## config.mk

```make
export PLATFORM = sky130hd
export DESIGN_NAME = mult16_rr_arbiter
export DESIGN_NICKNAME = d
export VERILOG_FILES = /design/src/rtl/mult16_rr_arbiter.sv
export SDC_FILE = /design/constraint.sdc
export NUM_CORES = 1
export LEC_CHECK = 0
export CAP_MARGIN = 20
export CORE_AREA = 2 2 143 75
export CTS_BUF_LIST = sky130_fd_sc_hd__clkbuf_8 sky130_fd_sc_hd__clkbuf_16
export DETAILED_ROUTE_END_ITERATION = 10
export DIE_AREA = 0 0 145 77
export PLACE_DENSITY = 0.77
export SETUP_SLACK_MARGIN = 0.3
export SLEW_MARGIN = 20
export SYNTH_ARGS = -nofsm -noshare
export SYNTH_HDL_FRONTEND = slang
export SYNTH_SLANG_ARGS = --single-unit
```

## constraint.sdc

```tcl
create_clock -name sys_clk -period 2.2 [get_ports sys_clk]
set_input_delay 0.44 -clock sys_clk [delete_from_list [all_inputs] [get_ports sys_clk]]
set_output_delay 0.44 -clock sys_clk [all_outputs]
set_load 0.01 [all_outputs]
```

## src/rtl/mult16_rr_arbiter.sv

```systemverilog
// Round-robin arbiter sharing one combinational 16x16 signed multiplier between two requesters.
// Latency: request handshake at cycle T -> resp_valid at T+MULT_LAT+1; one transaction in flight.
// Backpressure: req ready only in IDLE; response held stable until the owner's resp_ready.
//
// Ports:
//   sys_clk, sys_rst_n            clock, async active-low reset
//   req{0,1}_valid/ready/a/b      operand request channel per requester
//   resp{0,1}_valid/ready/p       product response channel per requester
//   mult_a, mult_b, mult_p        operands to / product from the shared multiplier
//   busy                          transaction in flight (CALC or RESP)
module mult16_rr_arbiter #(
  parameter int MULT_LAT = 1
) (
  input  logic        sys_clk,
  input  logic        sys_rst_n,
  input  logic        req0_valid,
  output logic        req0_ready,
  input  logic [15:0] req0_a,
  input  logic [15:0] req0_b,
  output logic        resp0_valid,
  input  logic        resp0_ready,
  output logic [31:0] resp0_p,
  input  logic        req1_valid,
  output logic        req1_ready,
  input  logic [15:0] req1_a,
  input  logic [15:0] req1_b,
  output logic        resp1_valid,
  input  logic        resp1_ready,
  output logic [31:0] resp1_p,
  output logic [15:0] mult_a,
  output logic [15:0] mult_b,
  input  logic [31:0] mult_p,
  output logic        busy
);

  typedef enum logic [1:0] {
    IDLE = 2'd0,
    CALC = 2'd1,
    RESP = 2'd2
  } state_t;

  // Counter is 2 bits wide, enough for MULT_LAT up to 4.
  localparam logic [1:0] CNT_MAX = 2'(MULT_LAT - 1);

  state_t      state;
  state_t      state_nxt;
  logic [15:0] op_a;
  logic [15:0] op_b;
  logic [31:0] result;
  logic        owner;
  logic        last_grant;
  logic [1:0]  cnt;

  logic        grant_sel;
  logic        req_hs;
  logic        calc_done;
  logic        resp_take;

  // On a tie the requester that did not win last time gets the grant.
  assign grant_sel = (req0_valid && req1_valid) ? ~last_grant : req1_valid;
  assign req_hs    = (state == IDLE) && (req0_valid || req1_valid);
  assign calc_done = (state == CALC) && (cnt == CNT_MAX);
  // Only the owner's resp_ready can retire the response.
  assign resp_take = (state == RESP) && (owner ? resp1_ready : resp0_ready);

  // State register
  always_ff @(posedge sys_clk or negedge sys_rst_n) begin
    if (!sys_rst_n) begin
      state <= IDLE;
    end else begin
      state <= state_nxt;
    end
  end

  // Next-state logic
  always_comb begin
    state_nxt = state;
    case (state)
      IDLE:    if (req_hs)    state_nxt = CALC;
      CALC:    if (calc_done) state_nxt = RESP;
      RESP:    if (resp_take) state_nxt = IDLE;
      default: state_nxt = IDLE;
    endcase
  end

  // Output logic
  always_comb begin
    req0_ready  = 1'b0;
    req1_ready  = 1'b0;
    resp0_valid = 1'b0;
    resp1_valid = 1'b0;
    busy        = 1'b0;
    case (state)
      IDLE: begin
        req0_ready = req0_valid && !grant_sel;
        req1_ready = req1_valid &&  grant_sel;
      end
      CALC: begin
        busy = 1'b1;
      end
      RESP: begin
        busy        = 1'b1;
        resp0_valid = !owner;
        resp1_valid =  owner;
      end
      default: begin
        busy = 1'b0;
      end
    endcase
  end

  // Datapath: operand capture, settle counter, product capture, arbitration pointer.
  always_ff @(posedge sys_clk or negedge sys_rst_n) begin
    if (!sys_rst_n) begin
      op_a       <= 16'd0;
      op_b       <= 16'd0;
      result     <= 32'd0;
      owner      <= 1'b0;
      last_grant <= 1'b1;
      cnt        <= 2'd0;
    end else begin
      if (req_hs) begin
        op_a       <= grant_sel ? req1_a : req0_a;
        op_b       <= grant_sel ? req1_b : req0_b;
        owner      <= grant_sel;
        last_grant <= grant_sel;
        cnt        <= 2'd0;
      end else if (state == CALC) begin
        cnt <= cnt + 2'd1;
        if (calc_done) begin
          result <= mult_p;
        end
      end
    end
  end

  assign mult_a  = op_a;
  assign mult_b  = op_b;
  assign resp0_p = result;
  assign resp1_p = result;

endmodule
```

Yosys cells after proc, flatten, opt, wreduce, memory -nomap -nowiden
Index checks and enable logic that the tools add are counted.
{"block": "classes", "reduce_logical": 15, "n_bitwise": 2, "muxes": 15, "add_sub_neg": 1, "n_eq_ne": 5}
{"op": "16-bit two-way mux", "n": 2}
{"op": "2-bit two-way mux", "n": 5}
{"op": "1-bit two-way mux", "n": 7}
{"op": "1-bit logical AND", "n": 6}
{"op": "2-bit inequality test (second input constant)", "n": 3}
{"op": "2-bit one-hot mux with 3 select lines", "n": 1}
{"op": "3-bit AND reduction", "n": 2}
{"op": "2-bit zero test", "n": 2}
{"op": "2-bit by 1-bit adder with 2-bit output (second input constant)", "n": 1}
{"op": "2-bit by 1-bit equality test with 1-bit output (second input constant)", "n": 1}
{"op": "2-bit equality test (second input constant)", "n": 1}
{"op": "1-bit zero test", "n": 2}
{"op": "1-bit inverter", "n": 2}
{"op": "2-bit nonzero test", "n": 1}
{"op": "2-bit OR reduction", "n": 1}
{"op": "1-bit logical OR", "n": 1}
{"block": "totals", "register_bits": 70, "output_inout_bits": 101, "wordCells": 45}

Depth between registers and ports, before layout
{"block": "logic_depth", "word_depth": 5, "depth_mapped": 7}

Worst setup path before layout
OpenSTA, ideal clock, no wires.
{"block": "synth_timing", "path_type": "register to output", "startpoint": "reg last_grant", "endpoint": "out req0_ready", "required_time_ns": 1.760, "path_buffers": 2, "path_stages_with_launch": 5, "slack_ns": 0.535, "arrival_ns": 1.225, "path_cell_list": "dfstp_2 -> a21bo_2 -> buf_2 -> buf_4 -> nor2b_1"}
{"block": "synth_via", "elab_chain_len": 5}
{"element": "from (decl)", "line": "51", "text": "logic last_grant;"}
{"element": "from (signal assigned)", "line": "126", "text": "last_grant <= grant_sel;"}
{"element": "1-bit inverter", "line": "60", "text": "assign grant_sel = (req0_valid && req1_valid) ? ~last_grant : req1_valid;"}
{"element": "1-bit two-way mux", "line": "60"}
{"element": "1-bit zero test", "line": "95", "text": "req0_ready = req0_valid && !grant_sel;"}
{"element": "1-bit logical AND", "line": "95"}
{"element": "1-bit two-way mux", "line": "93", "text": "case (state)"}
{"element": "to (decl)", "line": "17", "text": "output logic req0_ready,"}
No other way between the ends.

Final worst setup path
{"block": "layout_timing", "startpoint": "reg state[0]", "endpoint": "out resp1_valid"}
{"block": "layout_via", "elab_chain_len": 2}
{"element": "from (decl)", "line": "45", "text": "state_t state;"}
{"element": "from (signal assigned)", "line": "71", "text": "state <= state_nxt;"}
{"element": "2-bit equality test", "line": "93"}
{"element": "1-bit two-way mux", "line": "93"}
{"element": "to (decl)", "line": "27", "text": "output logic resp1_valid,"}
No other way between the ends.

==> results.md <==
- Drt wl/cell: roughly 15 um
- Achievable frequency: ~550 MHz
- Cells after synthesis: approximately 280
- Power per standard cell area: 1440 nW/um2
- CTS Sinks: 70
- Largest fanout on the critical path: 5
- Synth Flop Type: dfrtp_1
- First-pass GRT wire length: roughly 15 mm
- Htree depth: 3
- Die Wd: between 100 and 150 um
- Final period utilization: 0.829
- Antenna violations before repair: 0
- Final Hold Viols: 0
- Drt total wl: just over 9 mm
- Crit path time final: around 1.8 ns
- Root buf cell: clkbuf_16
- Worst Clk Skew: between 0.004 and 0.005 ns
- Synth Net Count: 388
- Required @ worst endpoint: about 1.8 ns
- Worst Setup Start Kind: flop
- Least-Margin Pin Slew: roughly 0.9 ns
- Gr usage total: 0.166
- Post-synth ARST share: 1.00
- GPL Wtd Cong: between 0.8 and 0.9
- Post-synth EDFFs: 0
- Routed Antenna Nets: 0
- Dpl ws: -0.116 ns
- Netlist Area Pre-Place: 3410 um2
- Crit Path Class: flop to output port
- Vias/cell: roughly 4.4
- Rows: 26
- Layout cell share with drive strength beyond 1: 0.155
- PortBufs: between 200 and 250
- Hold slack: between 0.2 and 0.25 ns
- Io pins: ~200
- Endpoints failing setup: 0
- Diode count: 0
- Crit. End Element: output port
- Status: complete, no violations
- Synthesized flop and latch total: 70
- CTS Buf Count: 9
- Inst Count DP: between 500 and 600
- Reg2reg path depth: 7
- Top cells by count, synth: dfrtp_1, nand2_1, buf_4, mux2i_1, o21ai_0
- Worst setup margin: ~0.38 ns
- Clk_lat worst skew: 0.32 ns
- CP max stage cell: dfrtp_1
- Largest net degree at the start of global routing: 71
- Post-CTS Hold Buffers: 0
- Grt total ovfl: 0
- DRC Markers: 0
- RSZ-0062 raised after global routing: false
- Drt pass-1 iters: 4
- Min-delay worst type: input port to async pin
- Distinct cell type count of the synthesized netlist: 25
- Finished Layout Cells: slightly above 600
- Critical path cell sequence: inv_2 > ha_4 > and2_1 > clkdlybuf4s15_1
- Worst EP arrival: 1.38 ns
- Vias in the first global route: approximately 2.8k
- Number of synthesis warnings: 0
- Clock Path Buffers: 2
- Mapped Avg Cell Area: 12.1 um2
- Area contributors post-synth: dfrtp_1, mux2_4, mux2i_1
- VDD IR max: around 0.00057 V
- DRT iter0 DRCs: 80
- Yosys top cell area share: 0.507
- Leak Pwr: about 2.6 nW
- Worst-path clk slew: roughly 0.06 ns
- Max cap viols: 0
- Leading area contributor after synthesis: dfrtp_1
- Fin nets: roughly 570
- Sequential area share after synthesis: 0.515
- Count leader, synth: dfrtp_1
- Via count: 2645
- Pins Over Slew Limit: 0
- CP max stage delay: around 0.40 ns
- Max_slew headroom: 0.414
- Layout area overhead: 68.7%
- Detailed placement HPWL: slightly below 7 mm
- CTS tree: built
- Die area: approximately 11000 um2
- Initial Util: 0.343
- Die outline height: roughly 77 um
- Total core area: around 9900 um2
[layout make-up]
class | count | area [um2]
fill | 835 | 4180
timing repair buffer | 214 | 2160
sequential | 70 | 1750
multi-input combinational | 159 | 1340
clock buffer | 9 | 225
tap | 140 | 175
clock inverter | 7 | 66.3
inverter | 6 | 22.5
[worst paths after layout]
check | from | endpoint | slack, ns
min in group sys_clk | mult_b[4] | mult_b[4] | 0.48
max in group asynchronous | sys_rst_n | resp0_p[9] | 1.39
setup / recovery | state[0] | resp1_valid | 0.38
setup reg to reg | state[1] | resp0_p[29] | 0.42
hold / removal | sys_rst_n | mult_a[10] | 0.23
hold reg to reg | mult_b[4] | mult_b[4] | 0.48
[kinds of logic after synthesis]
| group | Yosys count | share of synthesized area |
|---|---|---|
| mux | 66 | 0.239 |
| xor+xnor | 1 | 0.00257 |
| flops | 70 | 0.515 |
| buf+inv | 53 | 0.106 |
| simple gates | 47 | 0.0555 |
| compound gates | 41 | 0.0676 |
| fa+ha+maj | 4 | 0.0147 |
[power breakdown]
part / internal [W] / switching, W
clock network: 0.000868 / 0.000528
registers: 0.00195 / 0.000453
logic: 0.00273 / 0.00173
[stage by stage]
stage | util | total power, W | cell area [um2] | setup TNS, ns
5_1_grt | 0.579 | 0.00878 | 5750 | 0
3_5_place_dp | 0.540 | 0.00675 | 5360 | -0.136
4_1_cts | 0.571 | 0.00821 | 5660 | 0
6_report | 0.579 | 0.00826 | 5750 | 0
3_3_place_gp | 0.540 | 0.00662 | 5360 | -0.0774
2_1_floorplan | - | 0.00475 | 3410 | 0
[layout by cell type, fill, tap and decap left out]
cell type	instances
a21bo_4	1
a211o_1	1
buf_2	3
mux2i_1	34
dlymetal6s2s_1	2
a21o_1	1
nand2_1	36
dfrtp_1	69
dlygate4sd2_1	1
dfstp_2	1
o21ai_4	1
a221o_1	1
bufinv_16	1
clkinvlp_4	3
clkbuf_16	11
and2_1	1
nor2_1	5
nor2_4	1
a22oi_1	2
ha_1	2
and3_4	1
buf_12	2
clkdlybuf4s50_1	194
a21oi_1	1
inv_2	2
buf_4	8
mux2_2	2
inv_1	5
buf_6	1
xnor2_1	1
mux2_4	30
o21ai_0	33
clkinv_2	2
nor2b_1	3
clkdlybuf4s15_1	1
ha_4	2
[metal layers]
| metal | share of wire | global-route usage | routed length [um] |
|---|---|---|---|
| met4 | 0.0062 | 0.0376 | 56 |
| met3 | 0.065 | 0.0548 | 585 |
| met5 | 0 | 0 | 0 |
| met1 | 0.48 | 0.223 | 4340 |
| met2 | 0.45 | 0.262 | 4080 |
[state kept, by name (all words and copies together) (netlist names)]
signal / count
resp0_p: 32
mult_a: 16
mult_b: 16
cnt: 2
state: 2
last_grant: 1
owner: 1
[worst max-delay path: cells and delay by family, from the launching register on]
family | cells | cell delay, ns
buffers and inverters | 2 | 0.36
adders and majority gates | 1 | 0.17
and+or+nand+nor | 1 | 0.13
DFF | 1 | 0.40
[repair_timing]
item	in CTS	in global routing
endpoints found under the setup margin	5	30
endpoints found under the hold margin	0	0
cloned	0	2
pin swaps	0	1
buffers inserted	0	2
gates resized for setup	19	9
Power figures use the tool's default switching activity.
